==> config.mk <==
export PLATFORM = sky130hd
export DESIGN_NAME = ctrl_seq_flat
export DESIGN_NICKNAME = d
export VERILOG_FILES = /design/src/rtl/ctrl_seq_if.sv /design/src/rtl/ctrl_seq.sv /design/src/flat_wrapper.sv
export SDC_FILE = /design/constraint.sdc
export NUM_CORES = 1
export LEC_CHECK = 0
export BUFFER_PORTS_ARGS = -buffer_cell sky130_fd_sc_hd__buf_2
export CORE_UTILIZATION = 35
export CTS_CLUSTER_SIZE = 16
export DETAILED_ROUTE_END_ITERATION = 10
export PLACE_DENSITY = 0.61
export SYNTH_ARGS = -nofsm -noshare
export SYNTH_HDL_FRONTEND = slang
export SYNTH_SLANG_ARGS = --single-unit
==> constraint.sdc <==
create_clock -name clk -period 1.97 [get_ports clk]
set_input_delay 0.394 -clock clk [delete_from_list [all_inputs] [get_ports clk]]
set_output_delay 0.394 -clock clk [all_outputs]
set_load 0.005 [all_outputs]
==> src/rtl/ctrl_seq_if.sv <==
// ---------------------------------------------------------------------------
// ctrl_seq_if
// Bundle of the signals between the instruction sequencer and its
// surroundings (run/halt control, instruction memory, decoder, datapath).
//
// Modports:
//   master : the sequencer (ctrl_seq) side
//   slave  : environment side (memory / decoder / datapath / control)
//
// Signals:
//   run, halt            control level / single-cycle halt request
//   mem_rd, mem_addr     instruction read request and address
//   mem_valid, mem_data  read data valid and instruction byte
//   ir                   instruction register to the decoder
//   decode, execute      phase strobes to the decoder
//   pc_ld, pc_ld_val     jump taken and jump target
//   pc                   program counter
//   busy, fault          activity and sticky fetch-timeout status
//   instr_count          number of completed EXECUTE cycles
// ---------------------------------------------------------------------------
interface ctrl_seq_if;
   logic        run;
   logic        halt;
   logic        mem_rd;
   logic [7:0]  mem_addr;
   logic        mem_valid;
   logic [7:0]  mem_data;
   logic [7:0]  ir;
   logic        decode;
   logic        execute;
   logic        pc_ld;
   logic [7:0]  pc_ld_val;
   logic [7:0]  pc;
   logic        busy;
   logic        fault;
   logic [15:0] instr_count;

   modport master (
      input  run, halt, mem_valid, mem_data, pc_ld, pc_ld_val,
      output mem_rd, mem_addr, ir, decode, execute, pc, busy, fault,
             instr_count
   );

   modport slave (
      output run, halt, mem_valid, mem_data, pc_ld, pc_ld_val,
      input  mem_rd, mem_addr, ir, decode, execute, pc, busy, fault,
             instr_count
   );
endinterface

==> src/rtl/ctrl_seq.sv <==
// ---------------------------------------------------------------------------
// ctrl_seq
// Instruction sequencer for the s_proc_v1 core. Fetches one instruction
// byte per instruction into ir, then issues one-cycle decode and execute
// strobes and advances or reloads the program counter. A fetch that waits
// TIMEOUT cycles without mem_valid parks the sequencer in a sticky FAULT
// state that only rst leaves.
//
// Parameters:
//   RESET_PC  PC value loaded on reset
//   TIMEOUT   FETCH cycles without mem_valid before faulting (1..255)
//
// Ports:
//   clk  clock, all state changes on its rising edge
//   rst  synchronous active-high reset
//   bus  ctrl_seq_if.master (control, memory, decoder and datapath signals)
// ---------------------------------------------------------------------------
module ctrl_seq #(
   parameter logic [7:0] RESET_PC = 8'h00,
   parameter int         TIMEOUT  = 15
) (
   input  logic          clk,
   input  logic          rst,
   ctrl_seq_if.master    bus
);

   typedef enum logic [2:0] {
      ST_IDLE    = 3'd0,
      ST_FETCH   = 3'd1,
      ST_DECODE  = 3'd2,
      ST_EXECUTE = 3'd3,
      ST_FAULT   = 3'd4
   } state_t;

   // Value the timeout counter holds during the last FETCH cycle allowed
   // to complete without faulting.
   localparam logic [7:0] TMO_LAST = 8'(TIMEOUT - 1);

   state_t      state_reg, state_next;
   logic [7:0]  pc_reg, pc_next;
   logic [7:0]  ir_reg, ir_next;
   logic [15:0] count_reg, count_next;
   logic [7:0]  tmo_reg, tmo_next;
   logic        halt_pend_reg, halt_pend_next;

   // A halt request seen this cycle blocks the next fetch just like one
   // that was latched earlier.
   logic        go;
   assign go = bus.run & ~halt_pend_reg & ~bus.halt;

   // -----------------------------------------------------------------------
   // State register (and the sequencer's datapath registers)
   // -----------------------------------------------------------------------
   always_ff @(posedge clk) begin
      if (rst) begin
         state_reg     <= ST_IDLE;
         pc_reg        <= RESET_PC;
         ir_reg        <= 8'h00;
         count_reg     <= 16'h0000;
         tmo_reg       <= 8'h00;
         halt_pend_reg <= 1'b0;
      end else begin
         state_reg     <= state_next;
         pc_reg        <= pc_next;
         ir_reg        <= ir_next;
         count_reg     <= count_next;
         tmo_reg       <= tmo_next;
         halt_pend_reg <= halt_pend_next;
      end
   end

   // -----------------------------------------------------------------------
   // Next-state logic
   // -----------------------------------------------------------------------
   always_comb begin
      state_next = state_reg;
      pc_next    = pc_reg;
      ir_next    = ir_reg;
      count_next = count_reg;
      tmo_next   = tmo_reg;

      case (state_reg)
         ST_IDLE: begin
            if (go) begin
               state_next = ST_FETCH;
            end
         end
         ST_FETCH: begin
            if (bus.mem_valid) begin
               ir_next    = bus.mem_data;
               state_next = ST_DECODE;
            end else if (tmo_reg == TMO_LAST) begin
               state_next = ST_FAULT;
            end else begin
               tmo_next = tmo_reg + 8'd1;
            end
         end
         ST_DECODE: begin
            state_next = ST_EXECUTE;
         end
         ST_EXECUTE: begin
            pc_next    = bus.pc_ld ? bus.pc_ld_val : pc_reg + 8'd1;
            count_next = count_reg + 16'd1;
            state_next = go ? ST_FETCH : ST_IDLE;
         end
         ST_FAULT: begin
            state_next = ST_FAULT;
         end
         default: begin
            state_next = ST_IDLE;
         end
      endcase

      // Every fresh fetch starts its wait count from zero.
      if (state_next == ST_FETCH && state_reg != ST_FETCH) begin
         tmo_next = 8'h00;
      end

      // Halt requests accumulate until the sequencer lands in IDLE, which
      // is where they have had their effect.
      if (state_next == ST_IDLE) begin
         halt_pend_next = 1'b0;
      end else begin
         halt_pend_next = halt_pend_reg | bus.halt;
      end
   end

   // -----------------------------------------------------------------------
   // Output decode
   // -----------------------------------------------------------------------
   always_comb begin
      bus.mem_rd  = 1'b0;
      bus.decode  = 1'b0;
      bus.execute = 1'b0;
      bus.busy    = 1'b0;
      bus.fault   = 1'b0;
      case (state_reg)
         ST_FETCH: begin
            bus.mem_rd = 1'b1;
            bus.busy   = 1'b1;
         end
         ST_DECODE: begin
            bus.decode = 1'b1;
            bus.busy   = 1'b1;
         end
         ST_EXECUTE: begin
            bus.execute = 1'b1;
            bus.busy    = 1'b1;
         end
         ST_FAULT: begin
            bus.fault = 1'b1;
         end
         default: begin
         end
      endcase
   end

   assign bus.mem_addr    = pc_reg;
   assign bus.pc          = pc_reg;
   assign bus.ir          = ir_reg;
   assign bus.instr_count = count_reg;

endmodule

==> src/flat_wrapper.sv <==
// flat-port wrapper written by rule: the top's interface ports become plain ports
module ctrl_seq_flat 
#(
   parameter logic [7:0] RESET_PC = 8'h00,
   parameter int         TIMEOUT  = 15
)
  (clk, rst, bus_run, bus_halt, bus_mem_valid, bus_mem_data, bus_pc_ld, bus_pc_ld_val, bus_mem_rd, bus_mem_addr, bus_ir, bus_decode, bus_execute, bus_pc, bus_busy, bus_fault, bus_instr_count);
  ctrl_seq_if bus_i ();
  input  logic clk;
  input  logic rst;
  input wire logic [$bits(bus_i.run)-1:0] bus_run;
  input wire logic [$bits(bus_i.halt)-1:0] bus_halt;
  input wire logic [$bits(bus_i.mem_valid)-1:0] bus_mem_valid;
  input wire logic [$bits(bus_i.mem_data)-1:0] bus_mem_data;
  input wire logic [$bits(bus_i.pc_ld)-1:0] bus_pc_ld;
  input wire logic [$bits(bus_i.pc_ld_val)-1:0] bus_pc_ld_val;
  output wire logic [$bits(bus_i.mem_rd)-1:0] bus_mem_rd;
  output wire logic [$bits(bus_i.mem_addr)-1:0] bus_mem_addr;
  output wire logic [$bits(bus_i.ir)-1:0] bus_ir;
  output wire logic [$bits(bus_i.decode)-1:0] bus_decode;
  output wire logic [$bits(bus_i.execute)-1:0] bus_execute;
  output wire logic [$bits(bus_i.pc)-1:0] bus_pc;
  output wire logic [$bits(bus_i.busy)-1:0] bus_busy;
  output wire logic [$bits(bus_i.fault)-1:0] bus_fault;
  output wire logic [$bits(bus_i.instr_count)-1:0] bus_instr_count;
  assign bus_i.run = bus_run;
  assign bus_i.halt = bus_halt;
  assign bus_i.mem_valid = bus_mem_valid;
  assign bus_i.mem_data = bus_mem_data;
  assign bus_i.pc_ld = bus_pc_ld;
  assign bus_i.pc_ld_val = bus_pc_ld_val;
  assign bus_mem_rd = bus_i.mem_rd;
  assign bus_mem_addr = bus_i.mem_addr;
  assign bus_ir = bus_i.ir;
  assign bus_decode = bus_i.decode;
  assign bus_execute = bus_i.execute;
  assign bus_pc = bus_i.pc;
  assign bus_busy = bus_i.busy;
  assign bus_fault = bus_i.fault;
  assign bus_instr_count = bus_i.instr_count;
  ctrl_seq #(.RESET_PC(RESET_PC), .TIMEOUT(TIMEOUT)) u_core (.clk(clk), .rst(rst), .bus(bus_i));
endmodule
# Word level (Yosys, flattened, before mapping)
# Cells that the tools add are included.
[op_classes] n_addsub=3 n_eq_ne=7 mux=11 bitwise=7 n_reduce_logical=8
[ops] operator="16-bit by 1-bit adder with 16-bit output (second input constant)" n=1
[ops] operator="8-bit by 1-bit adder with 8-bit output (second input constant)" n=2
[ops] operator="3-bit case mux with 5 select lines" n=1
[ops] operator="3-bit two-way mux" n=3
[ops] operator="8-bit by 4-bit == test with 1-bit output (second input constant)" n=1
[ops] operator="8-bit two-way mux" n=1
[ops] operator="3-bit by 1-bit == test with 1-bit output (second input constant)" n=2
[ops] operator="3-bit by 2-bit == test with 1-bit output (second input constant)" n=2
[ops] operator="3-bit logical NOT" n=2
[ops] operator="1-bit two-way mux" n=6
[ops] operator="1-bit inverter" n=4
[ops] operator="2-bit OR reduction" n=2
[ops] operator="3-bit == test (second input constant)" n=1
[ops] operator="3-bit by 1-bit inequality test with 1-bit output (second input constant)" n=1
[ops] operator="3-bit AND reduction" n=1
[ops] operator="3-bit OR reduction" n=1
[ops] operator="1-bit bitwise AND" n=2
[ops] operator="2-bit AND reduction" n=1
[ops] operator="1-bit logical AND" n=1
[ops] operator="1-bit bitwise OR" n=1
[word_totals] register_bits=44 in_bits=22 wordCells=42

# Logic depth before layout (Yosys ltp)
[logic_depth] ltp_word=8 depth_mapped=6

# Worst setup path before layout
# Ideal clock, no wire load.
[synth_path] path_kind="reg-to-reg" startpoint="reg u_core.state_reg[2]" endpoint="reg u_core.tmo_reg[5]" setup_time_ns=0.070 arrival_time_ns=1.562 path_slack_ns=0.338 path_stages_with_launch=6 synth_period_minus_slack_ns=1.632 cell_sequence="dfxtp_1 -> buf_4 -> nor4b_4 -> o21ai_2 -> or4_1 -> a21oi_1"
[synth_between] elab_chain_len=6 word_cells_on_any_way=14
[synth_rtl] item="from (decl)" line_no="ctrl_seq.sv:39" text="state_t state_reg, state_next;"
[synth_rtl] item="from (signal assigned)" line_no="ctrl_seq.sv:63" text="state_reg <= state_next;"
[synth_rtl] item="3-bit two-way mux" line_no="ctrl_seq.sv:92" text="end else if (tmo_reg == TMO_LAST) begin"
[synth_rtl] item="3-bit two-way mux" line_no="ctrl_seq.sv:89" text="if (bus.mem_valid) begin"
[synth_rtl] item="3-bit case mux with 5 select lines" line_no="ctrl_seq.sv:82" text="case (state_reg)"
[synth_rtl] item="3-bit by 1-bit == test with 1-bit output" line_no="ctrl_seq.sv:115" text="if (state_next == ST_FETCH && state_reg != ST_FETCH) begin"
[synth_rtl] item="1-bit logical AND" line_no="ctrl_seq.sv:115"
[synth_rtl] item="2-bit OR reduction (no source line)"
[synth_rtl] item="to (signal assigned)" line_no="ctrl_seq.sv:67" text="tmo_reg <= tmo_next;"
[synth_rtl] item="to (decl)" line_no="ctrl_seq.sv:43" text="logic [7:0] tmo_reg, tmo_next;"
# Parallel ways exist; a longest one is shown, timed or not.
# A chain may end at the register's enable or synchronous reset.

# Worst setup path after layout
[layout_path] startpoint="reg u_core.state_reg[1]" endpoint="out bus_execute"
[layout_between] elab_chain_len=2
[layout_rtl] item="3-bit by 2-bit == test with 1-bit output" line_no="ctrl_seq.sv:137" text="case (state_reg)"
[layout_rtl] item="1-bit two-way mux" line_no="ctrl_seq.sv:137"
[layout_rtl] item="to (decl)" line_no="flat_wrapper.sv:21" text="output wire logic [$bits(bus_i.execute)-1:0] bus_execute;"
# No other way between the ends.

==> flow_summary.ini <==
[clock_network]
root_buffer = clkbuf_8
clk_latency_ns = 0.29
post_cts_buffers = 0
cts-htree-levels = 2
post_cts_resize_count = 0
cts_sinks = 44
cts_tree = yes
clk_pin_slew_worst_paths_ns = 0.08
cts_buffers = 5
clk_path_buf_depth = 2
hold_buffers = 0

[sta]
tightest_slew_ns = 0.3867
final.min_clock_period_ns = 1.827
hold_ws_ns = 0.3335
max-slew-margin-rel_pct = 74.17
rsz0062_at_grt = false
finalSetupViolCount = 0
fmax_mhz = 547.4
drv_slew = 0
finalHoldViolations = 0
clock_skew_ns = 0.006901
post-route-period-util_pct = 92.73
setup_tns_ns = 0

[floorplan]
rows = 28
core_um2 = 5886
pin_count = 67
die_x_um = 80.07
dieArea_um2 = 6411
start_util_pct = 36.25
die_y_um = 80.07

[place]
gp_routability_congestion = 0.8140
dpl.hpwl_um = 3388
postPlaceCellArea_um2 = 2464
numPortBuffers = 66

[critical_path]
critPathSlowestCell = dfxtp_1
worstRegToRegCells = 6
cp.depth = 3
r2r_start = u_core.tmo_reg[0]
crit_fanout = 13
rr_endpoint = u_core.tmo_reg[7]
end_kind = output port
critical_path_required_ns = 1.58
crit_buf_inv = 2
crit_family = flip-flops
path_cells = nand3b_1 > inv_1 > buf_2
cpPeakStageDelay_ns = 0.51
crit_end = bus_execute
regToRegSetupSlack_ns = 0.25
worstSetupStartpointType = flip-flop
path_class = flip-flop to output port
critPathLaunch = u_core.state_reg[1]
crit_arrival_ns = 1.43

[min_path]
hold_start = bus_mem_data[2]
hold_class = primary input to flip-flop

[power_and_ir_drop]
power_density_nw_per_um2 = 631.9
finalPower_uw = 1614
leakage_uw = 0.001093
ir_worst_vdd_uv = 328.6

[run]
cap_violations = 0

[synthesis]
synth_ff_type = dfxtp_1
synth_edf_count = 0
ys_warn_count = 0
synth.yosys.seq_area_share_pct = 41.29
synthArstFlopShare_pct = 0
ys_seq_elements = 44
syn_nets = 283
syn-cell-area_um2 = 2133
postSynthAreaPerCell_um2 = 8.301
syn_inst = 257
netlist-cell-type-count = 44

[layout]
nFillCells = 619
fin_nets = 338
multi_input_area_um2 = 1099
diodes = 0
design_area_um2 = 2554
seq_area_um2 = 880.8
largest_reg_flops = 16
drive_gt1_share_pct = 25.88
synthToLayoutAreaGrowth_pct = 19.71

[route]
vias = 1926
drc = 0
detail_route.iter0.violations = 75
ant_nets = 0
drt_first_pass_iters = 6
wl_per_cell_um = 11.80
routed_wl_um = 4579
via_per_inst = 4.964

[global_routing]
grt_use_total_pct = 15.20
grt_max_degree = 27
antenna_found_initial = 0
grt_pass1_wl_um = 7603
grt_pass1_vias = 1702
grt-ovfl-total = 0

[status]
outcome = completed
==> synth_stat cells, types with 4 or more instances <==
library cell	count	area, µm²
a21oi_1	24	120.1
and2_1	5	31.28
and3_1	5	31.28
buf_4	9	67.56
clkbuf_1	9	33.78
dfxtp_1	44	880.8
ha_1	4	50.05
inv_1	6	22.52
nand2_1	29	108.9
nand3_1	7	35.03
nand4_1	9	56.30
nor2_1	27	101.4
o21ai_0	10	50.05
or3_1	8	50.05
xnor2_1	5	43.79
xor2_1	11	96.34
==> tightest hold or removal path: stages <==
cell and delay, ns:
buf_2 0.09, nand2_1 0.04, a21oi_1 0.05
==> layout make-up <==
cell class / instances / share of cell area [%]
multi-input cells: 184 / 43.02
flip-flops and latches: 44 / 34.49
inverters: 6 / 0.8819
clock buffers: 8 / 3.528
well taps: 75 / 3.675
repair buffers: 71 / 14.40
==> where the power goes <==
group / switching (µW) / total, µW / internal [µW]
sequential: 14.5 / 917 / 902
clock: 285 / 571 / 286
combinational: 68.3 / 126 / 57.3
total: 368 / 1610 / 1250
==> logic make-up after synthesis <==
family	count (synthesis)	share of synthesized area, %
AO/OA/AOI/OAI	56	15.90
XOR/XNOR	16	6.569
adder cells (fa/ha/maj)	4	2.346
buffers and inverters	29	7.213
flip-flops	44	41.29
multiplexers	2	0.9385
AND/OR/NAND/NOR	106	25.75
==> cells in the final DEF (no fill, tap or decap), types with 2 or more instances in the layout <==
cell type and count:
a211oi_1 3, a21oi_1 24, a22oi_1 2, a31oi_1 3, and2_1 5, and3_1 5, and4_1 2, buf_2 66
buf_4 5, clkbuf_1 2, clkbuf_8 6, dfxtp_1 44, ha_1 4, inv_1 6, mux2i_1 2, nand2_1 29
nand3_1 7, nand4_1 9, nand4b_1 2, nor2_1 27, nor3_1 2, nor3b_1 2, o2111ai_1 2, o21a_1 2
o21ai_0 10, o31ai_1 3, or3_1 8, or4_1 2, xnor2_1 5, xor2_1 11
==> metrics by stage <==
step | worst slack [ns] | util [%] | std cells
floorplan | 0.3379 | - | 257
global placement | 0.3253 | 41.86 | 380
detailed placement | 0.2449 | 41.86 | 380
CTS | 0.1153 | 43.39 | 388
global route | 0.004370 | 43.39 | 388
finish | 0.1432 | 43.39 | 388
==> worst min path at each step <==
stage	to	slack [ns]	cells after the start
after floorplan	u_core.tmo_reg[7]	0.45	2
after global placement	u_core.bus.ir[1]	0.44	2
after detailed placement	u_core.bus.ir[2]	0.45	2
after CTS	u_core.bus.ir[2]	0.32	3
after global routing	u_core.bus.ir[0]	0.32	3
final	u_core.bus.ir[2]	0.33	3
==> routing by layer <==
layer / vias up / global-route usage, % / share of wire (%)
met5: - / 0 / 0
met4: 0 / 6.071 / 1.3
met3: 5 / 4.091 / 6.6
met2: 62 / 23.42 / 44
met1: 854 / 20.03 / 48
li1: 1005 / - / -
Note: power is estimated with default switching activity, not from simulation.
